## config.mk

```make
export PLATFORM = sky130hd
export DESIGN_NAME = f1_light_seq
export DESIGN_NICKNAME = d
export VERILOG_FILES = /design/src/rtl/f1_light_seq.sv
export SDC_FILE = /design/constraint.sdc
export NUM_CORES = 1
export LEC_CHECK = 0
export BUFFER_PORTS_ARGS = -buffer_cell sky130_fd_sc_hd__buf_2
export CORE_AREA = 2 2 77 79
export CTS_CLUSTER_DIAMETER = 80
export DETAILED_ROUTE_END_ITERATION = 16
export DIE_AREA = 0 0 79 81
export PLACE_DENSITY = 0.76
export SLEW_MARGIN = 20
export SYNTH_ARGS = -nofsm -noshare
export SYNTH_HDL_FRONTEND = slang
export SYNTH_SLANG_ARGS = --single-unit
export TNS_END_PERCENT = 20
```

## constraint.sdc

```tcl
create_clock -name clk -period 4.5 [get_ports clk]
set_input_delay 0.225 -clock clk [delete_from_list [all_inputs] [get_ports clk]]
set_output_delay 0.225 -clock clk [all_outputs]
set_load 0.03 [all_outputs]
```

## src/rtl/f1_light_seq.sv

```systemverilog
// rtl/f1_light_seq.sv - F1 start-light sequencer and reaction timer
// Optional jump-start detection is enabled with `define F1_JUMPSTART_EN.
module f1_light_seq #(
  parameter int WIDTH   = 8,
  parameter int DELAY_W = 7,
  parameter int RT_W    = 16
) (
  input  logic               clk,
  input  logic               rst,
  input  logic               en,
  input  logic               trigger,
  input  logic [DELAY_W-1:0] delay,
  input  logic               react,
  output logic [WIDTH-1:0]   data_out,
  output logic               go,
  output logic               busy,
  output logic               rt_valid,
  output logic [RT_W-1:0]    rt_cycles,
  output logic               jump
);

  localparam logic [1:0] S_IDLE = 2'd0;
  localparam logic [1:0] S_FILL = 2'd1;
  localparam logic [1:0] S_HOLD = 2'd2;
  localparam logic [1:0] S_TIME = 2'd3;

  localparam logic [WIDTH-1:0] ALL_ON = '1;
  localparam logic [RT_W-1:0]  RT_MAX = '1;

  logic [1:0]         state_q, state_d;
  logic [WIDTH-1:0]   data_q, data_d;
  logic               go_q, go_d;
  logic               rt_valid_q, rt_valid_d;
  logic [RT_W-1:0]    rt_cycles_q, rt_cycles_d;
  logic [RT_W-1:0]    rt_cnt_q, rt_cnt_d;
  logic [DELAY_W-1:0] hold_cnt_q, hold_cnt_d;
  logic [WIDTH-1:0]   data_shift;
  logic               abort;

  assign data_shift = {data_q[WIDTH-2:0], 1'b1};

`ifdef F1_JUMPSTART_EN
  logic jump_q, jump_d;

  // A reaction while the lights are still building or holding is a jump start.
  assign abort = react && ((state_q == S_FILL) || (state_q == S_HOLD));

  always_comb begin
    jump_d = jump_q;
    if ((state_q == S_IDLE) && trigger) begin
      jump_d = 1'b0;
    end else if (abort) begin
      jump_d = 1'b1;
    end
  end

  always_ff @(posedge clk) begin
    if (rst) begin
      jump_q <= 1'b0;
    end else begin
      jump_q <= jump_d;
    end
  end

  assign jump = jump_q;
`else
  assign abort = 1'b0;
  assign jump  = 1'b0;
`endif

  always_comb begin
    state_d     = state_q;
    data_d      = data_q;
    go_d        = 1'b0;
    rt_valid_d  = rt_valid_q;
    rt_cycles_d = rt_cycles_q;
    rt_cnt_d    = rt_cnt_q;
    hold_cnt_d  = hold_cnt_q;

    case (state_q)
      S_IDLE: begin
        data_d = '0;
        if (trigger) begin
          state_d    = S_FILL;
          rt_valid_d = 1'b0;
        end
      end
      S_FILL: begin
        if (abort) begin
          state_d    = S_IDLE;
          data_d     = '0;
          rt_valid_d = 1'b0;
        end else if (en) begin
          data_d = data_shift;
          if (data_shift == ALL_ON) begin
            state_d    = S_HOLD;
            hold_cnt_d = delay;
          end
        end
      end
      S_HOLD: begin
        if (abort) begin
          state_d    = S_IDLE;
          data_d     = '0;
          rt_valid_d = 1'b0;
        end else if (en) begin
          if (hold_cnt_q == '0) begin
            state_d  = S_TIME;
            data_d   = '0;
            go_d     = 1'b1;
            rt_cnt_d = '0;
          end else begin
            hold_cnt_d = hold_cnt_q - 1'b1;
          end
        end
      end
      default: begin
        // The go cycle is the first timed cycle, so a react there reports zero.
        if (react) begin
          state_d     = S_IDLE;
          rt_cycles_d = rt_cnt_q;
          rt_valid_d  = 1'b1;
        end else if (rt_cnt_q != RT_MAX) begin
          rt_cnt_d = rt_cnt_q + 1'b1;
        end
      end
    endcase
  end

  always_ff @(posedge clk) begin
    if (rst) begin
      state_q     <= S_IDLE;
      data_q      <= '0;
      go_q        <= 1'b0;
      rt_valid_q  <= 1'b0;
      rt_cycles_q <= '0;
      rt_cnt_q    <= '0;
      hold_cnt_q  <= '0;
    end else begin
      state_q     <= state_d;
      data_q      <= data_d;
      go_q        <= go_d;
      rt_valid_q  <= rt_valid_d;
      rt_cycles_q <= rt_cycles_d;
      rt_cnt_q    <= rt_cnt_d;
      hold_cnt_q  <= hold_cnt_d;
    end
  end

  assign data_out  = data_q;
  assign go        = go_q;
  assign busy      = (state_q != S_IDLE);
  assign rt_valid  = rt_valid_q;
  assign rt_cycles = rt_cycles_q;

endmodule

```

# After elaboration in Yosys (flattened, before gate mapping)
# Index checks and enable logic that the tools add are counted.
# classes
n_addsub	2
eq_ne	11
n_mux	25
bitwise_logic	5
n_reduce_logical	18
# op_table
operator	count
$mux W16	4
$pmux W16 S2	1
$mux W7	4
$mux W8	3
$pmux W8 S3	1
$add A16 B1 Y16 const B	1
$ne A16 B16 Y1 const B	1
$pmux W7 S2	1
$mux W2	6
$ne A2 B2 Y1 const B	6
$reduce_and A5 Y1	2
$reduce_bool A2 Y1	4
$eq A7 B7 Y1 const B	1
$logic_not A7 Y1	1
$sub A7 B1 Y7 const B	1
$pmux W2 S3	1
$reduce_and A6 Y1	1
$reduce_or A3 Y1	2
$not A1 Y1	5
$reduce_and A4 Y1	1
$reduce_bool A4 Y1	1
$reduce_or A2 Y1	2
$mux W1	3
$reduce_and A3 Y1	1
other kinds (7)	7
# totals
register_bits	51
word_cells	68

# Depth between registers and ports, before layout
# Gate-level depths: netlist of the first run.
# logic_depth
depth_word	4
mapped_depth	8
depth_no_buf	6

# Worst setup path after synthesis of the first run
# Ideal clock, no wire load.
# synth_path
path_kind	register -> register
from	register rt_cnt_q[0]
to	register rt_cnt_q[2]
setup_time_ps	128
arrival_time_ps	1745
required_ps	4372
setup_slack_ps	2627
stages_incl_launch_ff	7
n_path_buf	1
cell_sequence	dfxtp_1 > ha_1 > nand4_2 > or4_4 > buf_6 > a41oi_1 > a31oi_1
# synth_between
elab_chain_cells	4
word_cells_on_any_way	7
cone_classes	add/sub: 1; eq/ne: 1; mux: 3; reduce/logical: 2
# synth_rtl
element	line	source
start: declaration	35	logic [RT_W-1:0] rt_cnt_q, rt_cnt_d;
start signal: assignment	145	rt_cnt_q <= rt_cnt_d;
$add A16 B1 Y16	124	rt_cnt_d = rt_cnt_q + 1'b1;
$mux W16	123	end else if (rt_cnt_q != RT_MAX) begin
$mux W16	119	if (react) begin
$pmux W16 S2	80	case (state_q)
# Several ways; a longest one is shown, not always the timed one. The select of a mux whose other input is x is not followed.
# A chain may end at the register's enable or synchronous reset.

# Worst setup path after layout of the first run
# layout_path
from	register state_q[0]
to	register hold_cnt_q[4]
# layout_between
elab_chain_cells	3
word_cells_on_any_way	9
cone_classes	eq/ne: 6; mux: 1; reduce/logical: 2
# layout_rtl
element	line	source
start: declaration	30	logic [1:0] state_q, state_d;
start signal: assignment	140	state_q <= state_d;
$eq A2 B2 Y1 / $eq A2 B1 Y1 (equally long branches)	80	
$ne A2 B2 Y1 (no line) / $reduce_bool A2 Y1 (equally long branches)	n/a	
$reduce_and A5 Y1 (no line)	n/a	
end signal: assignment	146	hold_cnt_q <= hold_cnt_d;
end: declaration	36	logic [DELAY_W-1:0] hold_cnt_q, hold_cnt_d;
# Several ways; a longest one is shown, not always the timed one.

==> results of run 1 <==
[final cells by class]
class                      instances  share of cell area [%]
inverter                          10                    1.24
timing repair buffer              40                    6.78
clock inverter                     3                   0.620
multi-input combinational        244                    52.2
sequential                        51                    33.7
clock buffer                       5                    2.27
tap                               75                    3.10
[per-layer routing]
layer	routed length, um	vias up	GRT usage (%)
met1	2960	1270	28.1
met3	380	28	3.67
met2	3300	107	37.3
met4	219	0	11.2
met5	0	-	0
li1	-	1308	-
[worst min path at each step]
stage,end
3_5_place_dp,rt_cycles[5]
2_1_floorplan,hold_cnt_q[0]
6_report,hold_cnt_q[0]
5_1_grt,hold_cnt_q[0]
3_3_place_gp,rt_cycles[6]
4_1_cts,hold_cnt_q[0]
[Yosys cell counts, types with 3 or more instances]
library cell	count
dfxtp_1	51
nand2_1	45
a21oi_1	31
nand4_1	14
nor2_1	14
nand3_1	13
clkbuf_1	12
inv_1	10
o21ai_1	10
a41oi_1	7
a31oi_1	6
buf_2	6
ha_1	6
a311oi_1	5
and4_1	4
nor3_1	4
nor4_1	4
a211oi_1	3
a32o_1	3
and3_1	3
buf_1	3
nand2b_1	3
nand4_2	3
nor2b_1	3
nor4b_1	3
o2111ai_1	3
o211ai_1	3
o21ai_0	3
o31ai_1	3
[metrics by stage]
| stage | hold WS, ns | utilization [%] | area, sq um |
|---|---|---|---|
| after floorplan | 0.405 | - | 2740 |
| after detailed placement | 0.445 | 51.8 | 2940 |
| after global routing | 0.225 | 53.3 | 3030 |
| after global placement | 0.441 | 51.8 | 2940 |
| after CTS | 0.213 | 53.3 | 3030 |
| final | 0.223 | 53.3 | 3030 |
[cells by family after synthesis]
| kind of cell | after synthesis |
|---|---|
| simple gates | 131 |
| compound gates | 103 |
| flops | 51 |
| buf+inv | 33 |
| fa+ha+maj | 6 |
| mux | 3 |
| other cells | 1 |
[state kept, by name, summed over array words and instances, names as in the netlist]
signal / cells
state_q: 2
hold_cnt_q: 7
rt_valid: 1
rt_cnt_q: 16
rt_cycles: 16
data_out: 8
go: 1
[where the power goes]
part / leakage (nW) / switching, mW / internal [mW]
sequential: 0.412 / 0.0406 / 0.485
clock: 0.0483 / 0.154 / 0.110
combinational: 0.702 / 0.311 / 0.157
[critical path: cells and delay by family, from the launching register on]
| kind | cells | cell delay [ns] |
|---|---|---|
| and+or+nand+nor | 2 | 0.48 |
| DFF | 1 | 0.35 |
| AOI/OAI and AO/OA | 2 | 0.92 |
| buffers and inverters | 2 | 0.42 |
| adders and majority gates | 1 | 0.15 |
==> reports/qor.txt, run 1 <==
number of I/O port buffers -> 38
area of the multi-input gates -> 0.00158 sq mm
worst setup margin -> 2.07 ns
reg2reg setup slack -> 2.07 ns
largest family of logic cells by synthesized area -> simple AND/OR/NAND/NOR gates
Slew HR -> 35.7%
Die W -> 79 um
Setup-failing EPs final -> 0
Compound-Gate Fraction of Synth Area -> 26.4%
Setup crit start kind -> flop
fin cells -> 428
die height -> 81 um
Tcrit/Tclk final -> 54.0%
RR Startpoint -> state_q[0]
FILL cells -> 569
worst-path fanout max -> 30
initial antenna violation count -> 0
via/cell ratio -> 6.34
Slowest Stage Delay on Critical Path -> 0.66 ns
worst-case clock buffer depth -> 2
Total Routing Usage GR -> 22.3%
reg2reg path depth -> 7
worst-path cell chain -> inv_1, ha_1, buf_4, nand4bb_1, o41ai_1, nor2_1, a32o_1
# diodes -> 0
syn nets -> 346
drc violations -> 0
Mapped Cells -> 328
RSZ-0062 raised after global routing -> no
ys async rst share -> 0%
setup_tns -> 0 ns
Worst Setup SP -> state_q[0]
die area -> 0.00640 sq mm
Post-CTS Hold Buffers -> 0
Synth Cell Area -> 0.00274 sq mm
DP Cell Count -> 420
H-tree depth -> 2
FF-to-FF End -> hold_cnt_q[4]
Post-CTS Resized -> 0
Fmax achieved -> 412 MHz
Layout Skew -> 0.00809 ns
Clk pin slew, worst setup/hold paths -> 0.09 ns
slowest CP cell -> o41ai_1
vias post-DR -> 2713
fraction of layout cells with a size suffix above 1 -> 18.4%
sequential share of the synthesized area -> 37.2%
worst skew pair latency -> 0.31 ns
Seq cells post-synth -> 51
row cnt -> 28
global-route wire length before repair -> 11400 um
final hold vios -> 0
Leakage -> 1.16 nW
WL final -> 6850 um
XOR/XNOR Fraction of Synth Area -> 0%
max_cap viols -> 0
crit path to -> hold_cnt_q[4]
CP endpoint kind -> flop
Synthesis Warnings -> 0
Worst Max-Slew Pin Slew -> 0.965 ns
most common cell after layout, fill and taps aside -> dfxtp_1
largest net degree at the start of global routing -> 54
worst hold path depth -> 3
drt pass-1 iters -> 5
nets -> 370
simple logic cell fraction of the synthesized area -> 27.1%
worst hold path startpoint -> delay[0]
IO Count -> 40
antenna-violating nets left -> 0
CTS Root Cell -> clkbuf_8
Place WS -> 2.17 ns
CTS tree -> built
Layout area overhead -> 10.3%
syn_area_per_cell -> 8.37 sq um
top cells by area, synth -> dfxtp_1, nand2_1, a21oi_1
Netlist cell types -> 69
CTS buffer count -> 5
WL/cell -> 16.0 um
total power -> 1.26 mW
leading area contributor after synthesis -> dfxtp_1
most frequent cells in the layout -> dfxtp_1, nand2_1, buf_2
pwr/cell area -> 416 mW/mm^2
Initial Utilization -> 48.3%
Register Area -> 0.00102 sq mm
mux contribution to synthesized area -> 1.19%
GRT overflow -> 0
outcome -> completed
post-DP HPWL -> 4640 um
Synth Area in Adders -> 2.74%
drt initial violations -> 247
crit path DAT -> 2.63 ns
Worst VDD drop -> 0.279 mV
critical path class -> flop to flop
EDFF count, synth -> 0
most common flop cell mapped by yosys -> dfxtp_1
gpl congestion -> 0.890
Tmin final -> 2.43 ns
Yosys top cell area share -> 37.2%
core region area -> 0.00568 sq mm
Sink Count -> 51
number of setup buffers added after CTS -> 0
final slew viol count -> 0
worst hold path type -> input pin to flop
vias in the first global route -> 2447
worst endpoint required time -> 4.70 ns
Power figures use the tool's default switching activity.
==> run 2, diff against run 1 <==
- PLACE_DENSITY: 0.76 -> 0.78
- clock period: 4.5 -> 2 ns (I/O delays scaled with it)
==> run 2 against run 1 <==
Non-clock buffer count is 28 higher. Clock-buffer cell count is 1 higher. Sequential power is 120% higher. Final cell count is 6.5% higher. Flip-flop and latch count stayed put. Clock skew is 0.0029 ns higher. Largest cell class unchanged.
==> reports/qor.txt, run 2 (same netlist as run 1, synthesis figures left out) <==
vias in the first global route -> 2537 (+3.7%)
drt pass-1 iters -> 8 (+3)
die height -> 81 um (unchanged)
fraction of layout cells with a size suffix above 1 -> 25.5% (+7.0 points)
area of the multi-input gates -> 0.00160 sq mm (+1.1%)
Post-CTS Hold Buffers -> 0 (unchanged)
Setup crit start kind -> flop
worst skew pair latency -> 0.32 ns (about the same)
Tmin final -> 1.90 ns (-0.524 ns)
final slew viol count -> 0 (unchanged)
setup_tns -> 0 ns (unchanged)
die area -> 0.00640 sq mm (unchanged)
most frequent cells in the layout -> dfxtp_1, nand2_1, buf_2
initial antenna violation count -> 0 (unchanged)
Layout area overhead -> 19.2%
post-DP HPWL -> 5180 um (+12%)
Sink Count -> 51 (unchanged)
worst-case clock buffer depth -> 2 (unchanged)
via/cell ratio -> 6.26 (-1.3%)
met2 routed wirelength -> 3670 um (+11%)
Initial Utilization -> 48.3% (unchanged)
RSZ-0062 raised after global routing -> yes
largest net degree at the start of global routing -> 18 (-67%)
WL final -> 7380 um (+7.7%)
vias post-DR -> 2854 (+5.2%)
Setup-failing EPs final -> 0 (unchanged)
Slew HR -> 56.5% (+21 points)
worst hold path type -> input pin to flop
# diodes -> 0 (unchanged)
pwr/cell area -> 933 mW/mm^2 (+120%)
Fmax achieved -> 525 MHz (+28%)
Leakage -> 1.31 nW (+13%)
gpl congestion -> 0.931 (+4.6%)
Register Area -> 0.00102 sq mm (+0.12%)
worst endpoint required time -> 2.21 ns (-2.49 ns)
Clk pin slew, worst setup/hold paths -> 0.10 ns (about the same)
Worst VDD drop -> 0.565 mV (+100%)
critical path class -> flop to flop
antenna-violating nets left -> 0 (unchanged)
Total Routing Usage GR -> 23.4% (+1.0 points)
Die W -> 79 um (unchanged)
WL/cell -> 16.2 um (+1.1%)
CP endpoint kind -> flop
GRT overflow -> 0 (unchanged)
Worst Max-Slew Pin Slew -> 0.648 ns (-0.317 ns)
CTS buffer count -> 5 (unchanged)
H-tree depth -> 2 (unchanged)
max_cap viols -> 0 (unchanged)
drt initial violations -> 348 (+41%)
worst-path fanout max -> 7 (-77%)
row cnt -> 28 (unchanged)
Place WS -> 0.0955 ns (-2.07 ns)
Met3 Wirelength -> 482 um (+27%)
nets -> 398 (+7.6%)
FILL cells -> 534 (-6.2%)
worst setup margin -> 0.0956 ns (-1.98 ns)
Layout Skew -> 0.0110 ns (+0.00287 ns)
Top Metal Used -> met4
CTS tree -> built
routed length on met1 -> 3130 um (+5.9%)
global-route wire length before repair -> 12100 um (+6.1%)
IO Count -> 40 (unchanged)
number of I/O port buffers -> 38 (unchanged)
crit path DAT -> 2.11 ns (-0.52 ns)
core region area -> 0.00568 sq mm (unchanged)
drc violations -> 0 (unchanged)
CTS Root Cell -> clkbuf_8
most common cell after layout, fill and taps aside -> dfxtp_1
final hold vios -> 0 (unchanged)
outcome -> completed
Tcrit/Tclk final -> 95.2% (+41 points)
run 2: final timing paths:
kind | from | to | cells after the start | slack [ns]
setup reg to reg | rt_cnt_q[0] | rt_cnt_q[11] | 6 | 0.1
hold reg to reg | rt_cycles[8] | rt_cycles[8] | 2 | 0.45
hold / removal | delay[0] | hold_cnt_q[0] | 3 | 0.11
setup / recovery | rt_cnt_q[0] | rt_cnt_q[11] | 6 | 0.1
run 2: worst max-delay path, stage by stage, from the launching register on:
cell     delay [ns]
dfxtp_1        0.35
ha_1           0.26
nand4_2        0.19
nor4_4         0.44
buf_6          0.19
nor3_1         0.07
a221o_1        0.31
run 2: cell type report:
| class | instances | share of cell area, % |
|---|---|---|
| clock buffers | 6 | 2.53 |
| clock inverters | 2 | 0.498 |
| inverters | 10 | 1.15 |
| multi-input cells | 244 | 48.9 |
| flip-flops and latches | 51 | 31.3 |
| well taps | 75 | 2.87 |
| repair buffers | 68 | 12.8 |
run 2: metrics by stage:
| step | hold slack (ns) | std cells | power (mW) | util, % | instance area (sq um) |
|---|---|---|---|---|---|
| after global routing | 0.135 | 456 | 3.21 | 57.6 | 3270 |
| after CTS | 0.0892 | 456 | 3.01 | 57.2 | 3250 |
| after global placement | 0.394 | 448 | 2.34 | 55.5 | 3150 |
| after detailed placement | 0.420 | 448 | 2.37 | 55.5 | 3150 |
| final | 0.112 | 456 | 3.05 | 57.6 | 3270 |
| after floorplan | 0.280 | 328 | 2.00 | - | 2740 |
run 2: report_power, final:
| group | switching (mW) | internal [mW] |
|---|---|---|
| Clock | 0.363 | 0.283 |
| Combinational | 0.760 | 0.465 |
| Sequential | 0.0852 | 1.09 |
| Total | 1.21 | 1.84 |
run 2: timing repair:
item                                    4_1_cts  5_1_grt
endpoints found under the setup margin        0       20
gates resized for setup                       0        5
setup buffers                                 0        0
run 2: routing by layer:
metal	track usage, %	up-vias
li1	-	1354
met1	29.8	1348
met2	39.6	138
met3	4.78	14
met4	7.93	0
met5	0	-
